`src/rtl/aidc_lite_sched_pkg.sv`:
```
// Shared types and widths for the AIDC-Lite compression-engine scheduler.
package aidc_lite_sched_pkg;

    localparam int LEN_W  = 25;
    localparam int ADDR_W = 32;

    typedef enum logic [1:0] {
        ST_OK       = 2'd0,
        ST_ZERO_LEN = 2'd1,
        ST_TIMEOUT  = 2'd2
    } status_e;

    typedef enum logic [2:0] {
        S_IDLE,
        S_ISSUE,
        S_WAIT_BUSY,
        S_WAIT_DONE,
        S_RETIRE
    } state_e;

endpackage

```
`src/rtl/aidc_lite_rr_arbiter.sv`:
```
// Combinational round-robin arbiter: grants the first requester strictly after 'last', wrapping.
module aidc_lite_rr_arbiter #(
    parameter int N  = 4,
    parameter int IW = (N > 1) ? $clog2(N) : 1
) (
    input  logic [N-1:0]  req,
    input  logic [IW-1:0] last,
    output logic [N-1:0]  gnt,
    output logic [IW-1:0] idx
);

    logic [IW-1:0] cand;
    logic          found;

    always_comb begin
        gnt   = '0;
        idx   = '0;
        found = 1'b0;
        cand  = '0;
        for (int k = 1; k <= N; k++) begin
            cand = IW'((int'(last) + k) % N);
            if (!found && req[cand]) begin
                found     = 1'b1;
                gnt[cand] = 1'b1;
                idx       = cand;
            end
        end
    end

endmodule

```
`src/rtl/aidc_lite_comp_sched.sv`:
```
// Shares one AIDC-Lite compression engine among NUM_REQ requesters: arbitrate, issue,
// watch the level-type done (with optional watchdog) and return a tagged completion.
module aidc_lite_comp_sched
    import aidc_lite_sched_pkg::*;
#(
    parameter int NUM_REQ     = 4,
    parameter int TIMEOUT_CYC = 0,
    parameter int ID_W        = (NUM_REQ > 1) ? $clog2(NUM_REQ) : 1
) (
    input  logic                  clk,
    input  logic                  rst,
    input  logic [NUM_REQ-1:0]    req_valid_i,
    output logic [NUM_REQ-1:0]    req_ready_o,
    input  logic [NUM_REQ*32-1:0] req_src_addr_i,
    input  logic [NUM_REQ*32-1:0] req_dst_addr_i,
    input  logic [NUM_REQ*25-1:0] req_len_i,
    output logic [31:0]           eng_src_addr_o,
    output logic [31:0]           eng_dst_addr_o,
    output logic [24:0]           eng_len_o,
    output logic                  eng_start_o,
    input  logic                  eng_done_i,
    output logic                  cpl_valid_o,
    input  logic                  cpl_ready_i,
    output logic [ID_W-1:0]       cpl_id_o,
    output logic [1:0]            cpl_status_o,
    output logic                  busy_o,
    output logic [15:0]           ok_cnt_o
);

    localparam int               TMR_W    = (TIMEOUT_CYC > 1) ? $clog2(TIMEOUT_CYC + 1) : 1;
    localparam bit               WD_EN    = (TIMEOUT_CYC > 0);
    localparam logic [TMR_W-1:0] TMR_LAST = TMR_W'((TIMEOUT_CYC > 0) ? TIMEOUT_CYC - 1 : 0);

    state_e            state_q, state_d;
    status_e           status_q, status_d;
    logic [NUM_REQ-1:0] gnt;
    logic [ID_W-1:0]   gnt_idx, rr_ptr_q, job_id_q;
    logic [ADDR_W-1:0] sel_src, sel_dst, src_q, dst_q;
    logic [LEN_W-1:0]  sel_len, len_q;
    logic [TMR_W-1:0]  timer_q;
    logic [15:0]       ok_cnt_q;
    logic              take_job, timeout_hit;

    aidc_lite_rr_arbiter #(.N(NUM_REQ), .IW(ID_W)) u_arb (
        .req  (req_valid_i),
        .last (rr_ptr_q),
        .gnt  (gnt),
        .idx  (gnt_idx)
    );

    always_comb begin
        sel_src = '0;
        sel_dst = '0;
        sel_len = '0;
        for (int i = 0; i < NUM_REQ; i++) begin
            if (gnt[i]) begin
                sel_src = req_src_addr_i[i*ADDR_W +: ADDR_W];
                sel_dst = req_dst_addr_i[i*ADDR_W +: ADDR_W];
                sel_len = req_len_i[i*LEN_W +: LEN_W];
            end
        end
    end

    assign timeout_hit = WD_EN && (timer_q == TMR_LAST);

    // Exit conditions are tested before the watchdog so a same-cycle done still reports OK.
    always_comb begin
        state_d     = state_q;
        status_d    = status_q;
        req_ready_o = '0;
        take_job    = 1'b0;
        case (state_q)
            S_IDLE: begin
                if (eng_done_i && (|req_valid_i)) begin
                    req_ready_o = gnt;
                    take_job    = 1'b1;
                    if (sel_len == '0) begin
                        state_d  = S_RETIRE;
                        status_d = ST_ZERO_LEN;
                    end else begin
                        state_d  = S_ISSUE;
                        status_d = ST_OK;
                    end
                end
            end
            S_ISSUE: state_d = S_WAIT_BUSY;
            S_WAIT_BUSY: begin
                if (!eng_done_i) begin
                    state_d = S_WAIT_DONE;
                end else if (timeout_hit) begin
                    state_d  = S_RETIRE;
                    status_d = ST_TIMEOUT;
                end
            end
            S_WAIT_DONE: begin
                if (eng_done_i) begin
                    state_d  = S_RETIRE;
                    status_d = ST_OK;
                end else if (timeout_hit) begin
                    state_d  = S_RETIRE;
                    status_d = ST_TIMEOUT;
                end
            end
            S_RETIRE: begin
                if (cpl_ready_i) state_d = S_IDLE;
            end
            default: state_d = S_IDLE;
        endcase
    end

    always_ff @(posedge clk) begin
        if (rst) begin
            state_q  <= S_IDLE;
            status_q <= ST_OK;
        end else begin
            state_q  <= state_d;
            status_q <= status_d;
        end
    end

    // Job registers double as the engine operand registers, so they hold until the next grant.
    always_ff @(posedge clk) begin
        if (rst) begin
            src_q    <= '0;
            dst_q    <= '0;
            len_q    <= '0;
            job_id_q <= '0;
            rr_ptr_q <= ID_W'(NUM_REQ - 1);
            timer_q  <= '0;
            ok_cnt_q <= '0;
        end else begin
            if (take_job) begin
                src_q    <= sel_src;
                dst_q    <= sel_dst;
                len_q    <= sel_len;
                job_id_q <= gnt_idx;
                rr_ptr_q <= gnt_idx;
            end
            if (state_q == S_ISSUE) begin
                timer_q <= '0;
            end else if (((state_q == S_WAIT_BUSY) || (state_q == S_WAIT_DONE)) && (timer_q != '1)) begin
                timer_q <= timer_q + TMR_W'(1);
            end
            if ((state_q == S_RETIRE) && cpl_ready_i && (status_q == ST_OK)) begin
                ok_cnt_q <= ok_cnt_q + 16'd1;
            end
        end
    end

    assign eng_src_addr_o = src_q;
    assign eng_dst_addr_o = dst_q;
    assign eng_len_o      = len_q;
    assign eng_start_o    = (state_q == S_ISSUE);
    assign cpl_valid_o    = (state_q == S_RETIRE);
    assign cpl_id_o       = cpl_valid_o ? job_id_q : '0;
    assign cpl_status_o   = cpl_valid_o ? status_q : ST_OK;
    assign busy_o         = (state_q != S_IDLE);
    assign ok_cnt_o       = ok_cnt_q;

endmodule

```
`config.mk`:
```
export PLATFORM = sky130hd
export DESIGN_NAME = aidc_lite_comp_sched
export DESIGN_NICKNAME = d
export VERILOG_FILES = /design/src/rtl/aidc_lite_sched_pkg.sv /design/src/rtl/aidc_lite_rr_arbiter.sv /design/src/rtl/aidc_lite_comp_sched.sv
export SDC_FILE = /design/constraint.sdc
export NUM_CORES = 1
export LEC_CHECK = 0
export BUFFER_PORTS_ARGS = -buffer_cell sky130_fd_sc_hd__buf_2
export CAP_MARGIN = 20
export CORE_AREA = 2 2 185 187
export DETAILED_ROUTE_END_ITERATION = 10
export DIE_AREA = 0 0 187 189
export PLACE_DENSITY = 0.45
export SLEW_MARGIN = 20
export SYNTH_ARGS = -nofsm -noshare
export SYNTH_HDL_FRONTEND = slang
export SYNTH_HIERARCHICAL = 1
export SYNTH_SLANG_ARGS = --single-unit
```
`constraint.sdc`:
```
create_clock -name clk -period 10.1 [get_ports clk]
set_clock_uncertainty 0.2 [all_clocks]
set_input_delay 0.505 -clock clk [delete_from_list [all_inputs] [get_ports clk]]
set_output_delay 0.505 -clock clk [all_outputs]
set_load 0.005 [all_outputs]
```
; ---- After elaboration in Yosys (flattened, before gate mapping)
; Index checks and enable logic that the tools add are counted.
[word_totals]
romBits = 0
latch_bits = 0
mem_bits_rw = 0
n_memories = 0
reg_bits = 114
out_inout_bits = 116
inputBits = 364
[op_classes]
mul = 0
bitwise_logic = 3
n_mux = 55
shifts = 0
eq_ne = 8
magnitude_cmp = 8
div = 0
addsub = 5
reduce_logical = 21
[op_table]
columns = cell, n
row1 = $mux 32, 8
row2 = $mux 25, 4
row3 = $logic_not 25->1, 1
row4 = $mux 4, 6
row5 = $add 16x1->16 const B, 1
row6 = $mux 2, 8
row7 = $mux 3, 5
row8 = $pmux 3 s5, 1
row9 = $mux 1, 14
row10 = $lt 2x3->1 const B, 4
row11 = $or 4x4->4, 3
row12 = $logic_and 1x1->1, 10
row13 = $bmux 1 s2, 4
row14 = $demux 1 s2, 4
row15 = $ge 2x1->1 const B, 4
row16 = $eq 3x2->1 const B, 2
row17 = $ne 2x2->1 const B, 3
row18 = $add 2x1->2 const B, 2
row19 = $add 2x2->2 const B, 2
row20 = $pmux 2 s2, 1
row21 = $reduce_and 4->1, 1
row22 = $reduce_or 4->1, 1
row23 = $eq 3x1->1 const B, 1
row24 = $eq 3x3->1 const B, 1
row25 = 7 further kinds, 9

; ---- Depth between registers and ports, before layout
; Gate-level depths: netlist of run 1.
[logic_depth]
ltp_word = 21
mapped_depth = 17
ltp_nobuf = 12

; ---- Modules after synthesis
; Netlist of run 1, hierarchy kept.
[by_module_without_submodules]
columns = module, cells_per_inst, n_inst, area_each_um2
row1 = aidc_lite_comp_sched, 854, 1, 6496.2
row2 = aidc_lite_rr_arbiter, 59, 1, 490.5

; ---- Worst setup path after synthesis of run 1
; Ideal clock, no wire load.
[synth_timing]
path_type = register -> register
start = register rr_ptr_q[0]
end = register state_q[0]
required_time_ns = 9.778
path_stages_with_launch = 17
path_slack_ns = 6.105
period_less_slack_ns = 3.995
n_path_buf = 4
setup_time_ns = 0.122
arrival_ns = 3.674
cell_sequence = dfxtp_1 buf_4 inv_1 ha_1 mux4_2 nand2_1 o21ai_1 a221o_1 buf_6 or2_1 buf_6 buf_6 a221oi_1 o32ai_1 nor4_2 nand4_1 o311a_1
[synth_via]
word_cells_on_any_way = 56
[synth_lines]
columns = element, line
row1 = from (decl), aidc_lite_comp_sched.sv:37  ; logic [ID_W-1:0] gnt_idx, rr_ptr_q, job_id_q;
row2 = from (signal assigned), aidc_lite_comp_sched.sv:128  ; rr_ptr_q <= ID_W'(NUM_REQ - 1);
row3 = from (signal assigned), aidc_lite_comp_sched.sv:137  ; rr_ptr_q <= gnt_idx;
row4 = branches (longest 12 deep; another with $lt 2x3->1), -
row5 = $mux 4 (*), aidc_lite_rr_arbiter.sv:22  ; if (!found && req[cand]) begin
row6 = net gnt[2], aidc_lite_comp_sched.sv:36  ; logic [NUM_REQ-1:0] gnt;
row7 = $mux 25 (*) (2 in a row), aidc_lite_comp_sched.sv:56  ; if (gnt[i]) begin
row8 = $logic_not 25->1 (*), aidc_lite_comp_sched.sv:77  ; if (sel_len == '0) begin
row9 = $mux 3 (*), aidc_lite_comp_sched.sv:77
row10 = $mux 3 (*), aidc_lite_comp_sched.sv:74  ; if (eng_done_i && (|req_valid_i)) begin
row11 = $pmux 3 s5 (*), aidc_lite_comp_sched.sv:72  ; case (state_q)
row12 = to (signal assigned), aidc_lite_comp_sched.sv:116  ; state_q <= state_d;
row13 = to (decl), aidc_lite_comp_sched.sv:34  ; state_e state_q, state_d;
; Mark *: on every way through the listed nets, which the timed path passes. The select of a mux whose other input is x is not followed.
; A chain may end at the register's enable or synchronous reset.

; ---- Worst setup path in the final report of run 1
; Ends and elaborated chain as after synthesis.

==> run metrics, run 1 <==
dominant cells by area after synthesis dfxtp_1 32%, a221oi_1 11%, nor3_1 11%, a211oi_1 7.0%, nor2_1 6.3%; Critical Path Sink Type flip-flop; Syn. warnings 6; first-pass GRT wire length 52500 um; routability cong. 0.847; post-synth top area cell dfxtp_1; drt wl/cell 19.5 um; # H-tree levels 4; leakage 4.50 nW; Worst-Skew Late Latency 0.42 ns; Die ar. 35300 sq um; via count 8672; clk buf depth 2; EDFF count, synth 0; via density per instance 4.86; Mapped Area 6990 sq um; DR pass1 iterations 6; RSZ-0062 raised after global routing no; actual slew at the worst max-slew pin 0.885 ns; layout cells sized above 1 40.3%; Syn Area/Cell 7.65 sq um; Tmin final 5.06 ns; Area Growth Syn to Fin 46.6%; Post-CTS Setup Inserts 0; Rows 67; gr ovfl total 0; Post-CTS Hold Fix Bufs 0; slowest CP cell dfxtp_1; largest net degree at the start of global routing 79; Gate Count Post-Synth 913; setup TNS 0 ns; core area 33300 sq um; number of remaining DRC errors 0; Top delay family on crit path compound AO/OA/AOI/OAI gates; Clock Sinks 113; final hold violations 0; Bufs and invs on worst path 1; antenna violations before repair 7; setup violators final 0; Worst Path Required 10.21 ns; port buffer count 478; Synth top area share 32.4%; initial drt markers 402; top post-synthesis cells by count 155 x nor3_1, 118 x nor2_1, 113 x dfxtp_1, 89 x a221oi_1, 70 x clkbuf_1; asr flop ratio synth 0%; DIE WIDTH 187 um; Tot GR Track Use 19.2%; Crit Path Max Fanout 57; filler cell count 3723; CTS tree yes; Die Span Y 189 um; count leader, synth nor3_1; Worst Path Arrival 5.17 ns; Max Slew Vio Count 0; MaxCap Viol Count 0; CTS Root Cell clkbuf_16; Clock transition at path regs 0.07 ns; post-CTS sizing 0; Cell variety after synth 56; Max Fclk 198 MHz; io pins 480; class of the worst hold path in -> reg; Antenna Nets Post-Route 0; HPWL Detailed 26500 um; CTS buffer count 17; Seq/Total Area, Yosys 32.4%; Tcrit/Tclk final 50.1%; final wirelength 34800 um; Slew headroom 41.0%; worst ir drop on vdd 0.000112 V; CP startpoint kind flip-flop; overall power 0.00233 W; Yosys reg bits 113; PwrDens 227 nW/um^2; cell breakdown of the critical path inv_1 -> ha_1 -> mux4_2 -> nand2_1 -> o21ai_1 -> a221o_4 -> or2_1 -> a221oi_1 -> o22ai_1 -> nor4_2 -> nand4_1 -> o311a_1; syn nets 1286; vias in the first global route 8704; Final nets 1695; Top FF cell, synth dfxtp_1; Starting Density 21.0%; slowest cell delay on critical path 0.72 ns; outcome completed; crit path kind reg -> reg; final core utilization 30.8%
==> logic make-up after synthesis <==
group | Yosys count | share of synthesized area [%]
adder cells (fa/ha/maj) | 9 | 1.61
XOR/XNOR | 14 | 1.75
flip-flops | 113 | 32.4
AO/OA/AOI/OAI | 257 | 27.5
AND/OR/NAND/NOR | 408 | 29.1
multiplexers | 4 | 0.949
other | 1 | 0.0537
buffers and inverters | 107 | 6.70
==> routing by layer <==
metal  vias to the layer above  track usage, %  routed length, um
met5                         -               0                 39
met4                         6            6.87                874
met3                        43            5.71               2670
met2                       399            33.8              17300
met1                      3966            22.2              13900
li1                       4258               -                  -
==> sequential cells by signal, summed over array words and instances, names as in the netlist <==
name and flops:
eng_dst_addr_o 32, eng_src_addr_o 32, eng_len_o 25, ok_cnt_o 16
state_q 3, job_id_q 2, rr_ptr_q 2, status_q 1
==> cell usage in the layout, fill, tap and decap left out, types with 5 or more instances in the layout <==
master / n
o22ai_1: 35
nor2b_1: 67
nor2_1: 117
nand2_1: 25
ha_1: 9
xor2_1: 10
a21oi_1: 36
buf_4: 10
dfxtp_1: 113
clkinvlp_4: 5
o21ai_0: 9
a221oi_1: 89
nor3_1: 155
clkbuf_16: 17
nand3_1: 7
buf_2: 477
inv_1: 8
o21ai_1: 6
a211oi_1: 65
==> where the power goes <==
part | internal, W | switching (W) | total [W]
Combinational | 0.000457 | 0.000685 | 0.00114
Sequential | 0.000525 | 0.0000473 | 0.000572
Clock | 0.000375 | 0.000239 | 0.000614
Total | 0.00136 | 0.000971 | 0.00233
==> worst reg2reg max path: stages, from the launching register on <==
cell and delay [ns]:
dfxtp_1 0.72, inv_1 0.21, ha_1 0.45, mux4_2 0.45, nand2_1 0.11, o21ai_1 0.07, a221o_4 0.56, or2_1 0.62
a221oi_1 0.54, o22ai_1 0.19, nor4_2 0.32, nand4_1 0.14, o311a_1 0.37
==> per-stage QoR <==
step / area, sq um / hold slack, ns / worst slack, ns / std cells
after CTS: 10200 / 0.136 / 5.01 / 1781
after global placement: 9630 / 0.241 / 5.09 / 1750
final: 10200 / 0.164 / 5.04 / 1786
after floorplan: 6990 / 0.232 / 6.10 / 913
after detailed placement: 9630 / 0.245 / 5.00 / 1750
after global routing: 10200 / 0.156 / 4.64 / 1785
==> final timing paths <==
path	depth (start not counted)	start	end	slack [ns]
max reg2reg	12	rr_ptr_q[0]	state_q[0]	5.04
min	3	req_src_addr_i[120]	eng_src_addr_o[24]	0.16
min reg2reg	2	job_id_q[1]	job_id_q[1]	0.25
max	12	rr_ptr_q[0]	state_q[0]	5.04
==> area by class of cell <==
type / count / area (sq um) / area share, %
Multi-Input combinational cell: 693 / 4310 / 42.1
Timing Repair Buffer: 488 / 2480 / 24.2
Clock inverter: 12 / 134 / 1.31
Tap cell: 448 / 561 / 5.47
Clock buffer: 19 / 453 / 4.42
Antenna cell: 4 / 10.0 / 0.0977
Sequential cell: 113 / 2260 / 22.1
Inverter: 9 / 33.8 / 0.330
Power figures use the tool's default switching activity.
==> run 2: changes to the inputs <==
--- a/config.mk
+++ b/config.mk
@@ -5,11 +5,12 @@
 export SDC_FILE = /design/constraint.sdc
 export NUM_CORES = 1
 export LEC_CHECK = 0
+export ABC_AREA = 1
 export BUFFER_PORTS_ARGS = -buffer_cell sky130_fd_sc_hd__buf_2
 export CAP_MARGIN = 20
-export CORE_AREA = 2 2 185 187
+export CORE_AREA = 2 2 188 190
 export DETAILED_ROUTE_END_ITERATION = 10
-export DIE_AREA = 0 0 187 189
+export DIE_AREA = 0 0 190 192
 export PLACE_DENSITY = 0.45
 export SLEW_MARGIN = 20
 export SYNTH_ARGS = -nofsm -noshare
==> constraint.sdc (replaced) <==
create_clock -name clk -period 4.8 [get_ports clk]
set_clock_uncertainty 0.2 [all_clocks]
set_input_delay 0.24 -clock clk [delete_from_list [all_inputs] [get_ports clk]]
set_output_delay 0.24 -clock clk [all_outputs]
set_load 0.005 [all_outputs]
==> run 2 against run 1 <==
Sequential power increased to 2.6 times the previous value. Sequential cell count unchanged. Die area increased by 3.2%. Fmax increased by 17%. Critical path type unchanged. Largest cell class unchanged.
==> run metrics, run 2 <==
DR pass1 iterations 5; CTS Root Cell clkbuf_16; io pins 480; number of remaining DRC errors 0; final wirelength 36600 um; Pint 0.00465 W; outcome completed; vias in the first global route 9514; Seq/Total Area, Yosys 31.4%; Rows 68; dominant cells by area after synthesis dfxtp_1 31%, a21oi_1 12%, a221o_1 8.9%, nand2_1 7.6%, o21ai_0 6.9%; layout cells sized above 1 35.6%; start point of the worst hold path req_dst_addr_i[83]; Worst Path Required 4.98 ns; first-pass GRT wire length 52900 um; Max Fclk 230 MHz; MaxCap Viol Count 0; RSZ-0062 raised after global routing no; r2r endpoint eng_src_addr_o[16]; PwrDens 751 nW/um^2; syn nets 1378; clk buf depth 2; Antenna Nets Post-Route 0; EDFF count, synth 0; worst ir drop on vdd 0.000451 V; Reg2Reg Depth 15; overall power 0.00907 W; Starting Density 21.0%; asr flop ratio synth 0%; CTS buffer count 17; Final nets 1959; count leader, synth a21oi_1; gr ovfl total 0; Syn. warnings 6; initial drt markers 439; # H-tree levels 4; antenna violations before repair 1; Worst Path Arrival 4.52 ns; HPWL Detailed 25900 um; Gate Count Post-Synth 1005; Syn Area/Cell 7.18 sq um; via density per instance 4.77; Sw Share 48.8%; core area 34300 sq um; Synth top area share 31.4%; Cell variety after synth 42; most frequent cells in the layout 478 x buf_2, 175 x a21oi_1, 161 x dlygate4sd3_1; crit path kind reg -> reg; Tcrit/Tclk final 90.4%; Top FF cell, synth dfxtp_1; part of the power in combinational logic 68.3%; Crit Path Max Fanout 45; WHS Path Cells 3; CTS tree yes; Yosys reg bits 113; Critical Path Sink Type flip-flop; Slew headroom 29.3%; worst hold endpoint eng_dst_addr_o[19]; slowest CP cell dfxtp_1; post-synth top area cell dfxtp_1; Seq pwr share 16.4%; Clock transition at path regs 0.06 ns; routability cong. 0.833; Tot GR Track Use 18.8%; Clock power frac 15.2%; leakage 5.83 nW; top post-synthesis cells by count 175 x a21oi_1, 147 x nand2_1, 113 x dfxtp_1, 99 x o21ai_0, 90 x nor2_1; cell breakdown of the critical path inv_2 -> ha_1 -> inv_1 -> nand2_1 -> nand2_2 -> nor2_4 -> nand3_1 -> nand3_1 -> inv_1 -> nor2_4 -> buf_6 -> a221o_1 -> o211ai_1 -> a21oi_1 -> dlygate4sd3_1; setup violators final 0; Post-CTS Setup Inserts 0; class of the worst hold path in -> reg; Worst-Skew Late Latency 0.44 ns; Psw 0.00442 W; CP startpoint kind flip-flop; actual slew at the worst max-slew pin 1.06 ns; Tmin final 4.34 ns; most common cell after layout, fill and taps aside buf_2; Die Span Y 192 um; via count 9802; r2r setup slk 0.46 ns; setup TNS 0 ns; largest net degree at the start of global routing 107; port buffer count 478; DIE WIDTH 190 um; Area Growth Syn to Fin 67.3%; final hold violations 0; Die ar. 36500 sq um; Mapped Area 7210 sq um; FF-to-FF Start rr_ptr_q[0]; Max Slew Vio Count 0; drt wl/cell 17.8 um; slowest cell delay on critical path 0.56 ns; Clock Sinks 113
## run 2: changes by cell type in the layout (fill, tap and decap cells not counted), sizes merged, moves of 30 or more
| cell | delta |
|---|---|
| a221oi | -90 |
| o21ai | +85 |
| a221o | +60 |
| dlygate4sd3 | +161 |
| nand3 | +30 |
| o22ai | -35 |
| nand2 | +131 |
| nor2b | -68 |
| o211ai | +63 |
| a21oi | +142 |
| nor3 | -149 |
| a211oi | -65 |
## run 2: how the worst max path moves through the flow
| stage | startpoint | to | slack [ns] | depth (start not counted) |
|---|---|---|---|---|
| detailed placement | rr_ptr_q[0] | state_q[0] | 0.60 | 19 |
| finish | rr_ptr_q[0] | eng_src_addr_o[16] | 0.46 | 15 |
| floorplan | rr_ptr_q[0] | eng_dst_addr_o[11] | 1.89 | 16 |
| global route | rr_ptr_q[0] | eng_dst_addr_o[9] | 0.07 | 15 |
| CTS | rr_ptr_q[0] | eng_src_addr_o[21] | 0.19 | 15 |
| global placement | rr_ptr_q[0] | state_q[0] | 0.68 | 19 |
## run 2: critical path: cells and delay by family (launching register included)
family                     cells  cell delay (ns)
AOI/OAI and AO/OA              3             0.56
buffers and inverters          5             1.42
adders and majority gates      1             0.38
DFF                            1             0.56
and+or+nand+nor                6             1.12
## run 2: logic make-up (layout without fill, tap and decap cells)
group                    count (synthesis)  in the layout  synth area share, %
other                                    1              2               0.0520
flip-flops                             113            113                 31.4
adder cells (fa/ha/maj)                  9              9                 1.56
XOR/XNOR                                 5              5                0.607
AO/OA/AOI/OAI                          438            438                 38.1
buffers and inverters                  129            722                 9.16
AND/OR/NAND/NOR                        310            311                 19.1
## run 2: power by group through the flow
stage	Clock, W	Sequential (W)	Combinational, W
5_1_grt	0.00147	0.00153	0.00683
3_5_place_dp	0	0.00150	0.00576
4_1_cts	0.00142	0.00149	0.00619
3_3_place_gp	0	0.00151	0.00576
6_report	0.00138	0.00149	0.00620
2_1_floorplan	0	0.00150	0.00413
## run 2: area by class of cell
| type | count | area, sq um |
|---|---|---|
| clock buffers | 23 | 508 |
| flip-flops and latches | 113 | 2260 |
| diodes | 1 | 2.50 |
| repair buffers | 650 | 4100 |
| clock inverters | 9 | 126 |
| multi-input cells | 764 | 4340 |
| fillers | 3758 | 22200 |
| inverters | 40 | 160 |
| well taps | 455 | 569 |
## run 2: layer usage
| layer | GRT usage, % | share of wire [%] | up-vias | wire length [um] |
|---|---|---|---|---|
| met5 | 0 | 0 | - | 0 |
| met4 | 5.58 | 1.8 | 0 | 642 |
| met3 | 4.99 | 6.9 | 38 | 2540 |
| met2 | 32.5 | 49 | 385 | 17900 |
| met1 | 22.9 | 42 | 4588 | 15600 |
| li1 | - | - | 4791 | - |
## run 2: what timing repair did
| action | 4_1_cts | 5_1_grt |
|---|---|---|
| hold buffers | 161 | 0 |
| setup endpoints to repair | 0 | 44 |
| endpoints found under the hold margin | 91 | 0 |
| resized for setup | 0 | 1 |
## run 2: per-stage QoR
step | std cells | setup WS (ns) | cell area [sq um] | hold WS [ns] | utilization [%]
2_1_floorplan | 1005 | 1.89 | 7210 | 0.116 | -
3_3_place_gp | 1860 | 0.678 | 9810 | 0.252 | 28.6
3_5_place_dp | 1860 | 0.604 | 9810 | 0.260 | 28.6
4_1_cts | 2053 | 0.189 | 12100 | 0.00379 | 35.2
5_1_grt | 2055 | 0.0728 | 12100 | 0.0283 | 35.2
6_report | 2055 | 0.460 | 12100 | 0.0305 | 35.2
==> run 3: changes to the inputs <==
==> constraint.sdc (replaced) <==
create_clock -name clk -period 5.1 [get_ports clk]
set_clock_uncertainty 0.2 [all_clocks]
set_input_delay 0.255 -clock clk [delete_from_list [all_inputs] [get_ports clk]]
set_output_delay 0.255 -clock clk [all_outputs]
set_load 0.005 [all_outputs]
==> run 3 against run 2 <==
First-iteration DRC count is 8.2% lower. Hold slack better by 0.0032 ns. Total power is 8.0% lower. Final cell count hardly changed. Count of clock-buffer cells in the layout is 2 higher. Combinational power is 6.9% lower. Via count is 1.1% lower. Cell area is 0.91% lower. Sequential power is 5% lower. Global-route usage is 0.22 points lower. Register-to-register slack better by 0.23 ns. Critical path type unchanged. Largest power group unchanged. Highest routed layer is now met5.
==> run metrics, run 3 (same netlist as run 2, synthesis figures left out) <==
Worst Path Arrival 4.58 ns; class of the worst hold path in -> reg; Post-Layout Cell Count 2053; RSZ-0062 raised after global routing no; Post-Layout Inst Area 12000 sq um; HPWL Detailed 26100 um; setup TNS 0 ns; # H-tree levels 4; routability cong. 0.847; io pins 480; outcome completed; Die ar. 36500 sq um; placed insts 1863; vias in the first global route 9468; crit path kind reg -> reg; via density per instance 4.72; number of remaining DRC errors 0; Clock transition at path regs 0.06 ns; gr ovfl total 0; Clock Sinks 113; Crit Path Max Fanout 67; Post-CTS Hold Fix Bufs 155; setup ws final 0.687 ns; antenna violations before repair 6; leakage 5.77 nW; final hold violations 0; actual slew at the worst max-slew pin 0.926 ns; Post-CTS Setup Inserts 0; port buffer count 478; multi-input logic area 4330 sq um; clk buf depth 2; Seq. cell area 2260 sq um; core area 34300 sq um; Die Span Y 192 um; Starting Density 21.0%; Worst-Skew Late Latency 0.43 ns; DR pass1 iterations 5; MaxCap Viol Count 0; Final nets 1955; final wirelength 36100 um; placed instance area 9840 sq um; Slew headroom 38.3%; dpl ws 0.992 ns; CTS buffer count 17; filler cell count 3748; Max Slew Vio Count 0; CTS Root Cell clkbuf_16; setup violators final 0; Tmin final 4.41 ns; DIE WIDTH 190 um; via count 9699; worst ir drop on vdd 0.000266 V; Critical Path Sink Type flip-flop; post-CTS sizing 0; most common cell after layout, fill and taps aside buf_2; first-pass GRT wire length 52400 um; CP startpoint kind flip-flop; Antenna Nets Post-Route 0; most frequent cells in the layout 478 x buf_2, 175 x a21oi_1, 155 x dlygate4sd3_1; drt wl/cell 17.6 um; Max Fclk 227 MHz; layout cells sized above 1 35.6%; initial drt markers 403; Worst Path Required 5.27 ns; CTS tree yes; Rows 68; Tcrit/Tclk final 86.5%; Area Growth Syn to Fin 65.8%; PwrDens 697 nW/um^2; Tot GR Track Use 18.6%; largest net degree at the start of global routing 112; worst hold slack 0.0337 ns
-- run 3: cell types whose count changed in the layout (fill, tap and decap cells not counted) --
cell | previous run | this run
dlygate4sd3_1 | 161 | 155
bufinv_16 | 3 | 1
clkbuf_8 | 6 | 5
diode_2 | 1 | 5
clkbuf_1 | 0 | 3
buf_4 | 9 | 12
clkinv_2 | 4 | 3
nor2_2 | 7 | 6
clkinv_4 | 2 | 1
-- run 3: worst max-delay path, stage by stage (launching register included) --
cell and delay (ns):
dfxtp_1 0.55, inv_2 0.19, ha_1 0.37, inv_1 0.17
nand2_4 0.10, nand2_4 0.09, nor2_4 0.05, a21oi_1 0.22
nand3_4 0.47, inv_6 0.64, buf_4 0.40, o211ai_1 0.17
a21oi_1 0.14, dlygate4sd3_1 0.56
-- run 3: per-layer routing --
layer  GRT usage, %  up-vias  part of all wire, %
li1               -     4784                    -
met1           22.5     4495                   42
met2           31.7      367                   49
met3           4.95       51                  6.5
met4           6.41        2                  1.8
met5              0        -                0.036
-- run 3: path summary, 6_finish.rpt --
| path | from | endpoint | slack (ns) | depth (start not counted) |
|---|---|---|---|---|
| setup / recovery | rr_ptr_q[0] | eng_dst_addr_o[29] | 0.69 | 13 |
| hold / removal | req_len_i[90] | eng_len_o[15] | 0.03 | 5 |
| setup reg to reg | rr_ptr_q[0] | eng_dst_addr_o[29] | 0.69 | 13 |
| hold reg to reg | ok_cnt_o[15] | ok_cnt_o[15] | 0.27 | 2 |
-- run 3: layout make-up --
type	count	area share, %
inverter	40	1.34
clock inverter	5	0.439
multi-input combinational	763	36.2
timing repair buffer	647	34.0
clock buffer	25	4.23
sequential	113	18.9
tap	455	4.76
antenna	5	0.105
-- run 3: metrics by stage --
stage | util, % | total power (W)
finish | 34.9 | 0.00834
global route | 34.9 | 0.00906
CTS | 34.8 | 0.00838
detailed placement | 28.7 | 0.00680
global placement | 28.7 | 0.00684
floorplan | - | 0.00530
-- run 3: power breakdown --
group          switching [W]  total, W  internal [W]
clock network       0.000438   0.00116      0.000726
registers           0.000195   0.00141       0.00121
logic                0.00347   0.00577       0.00230
total                0.00410   0.00834       0.00424
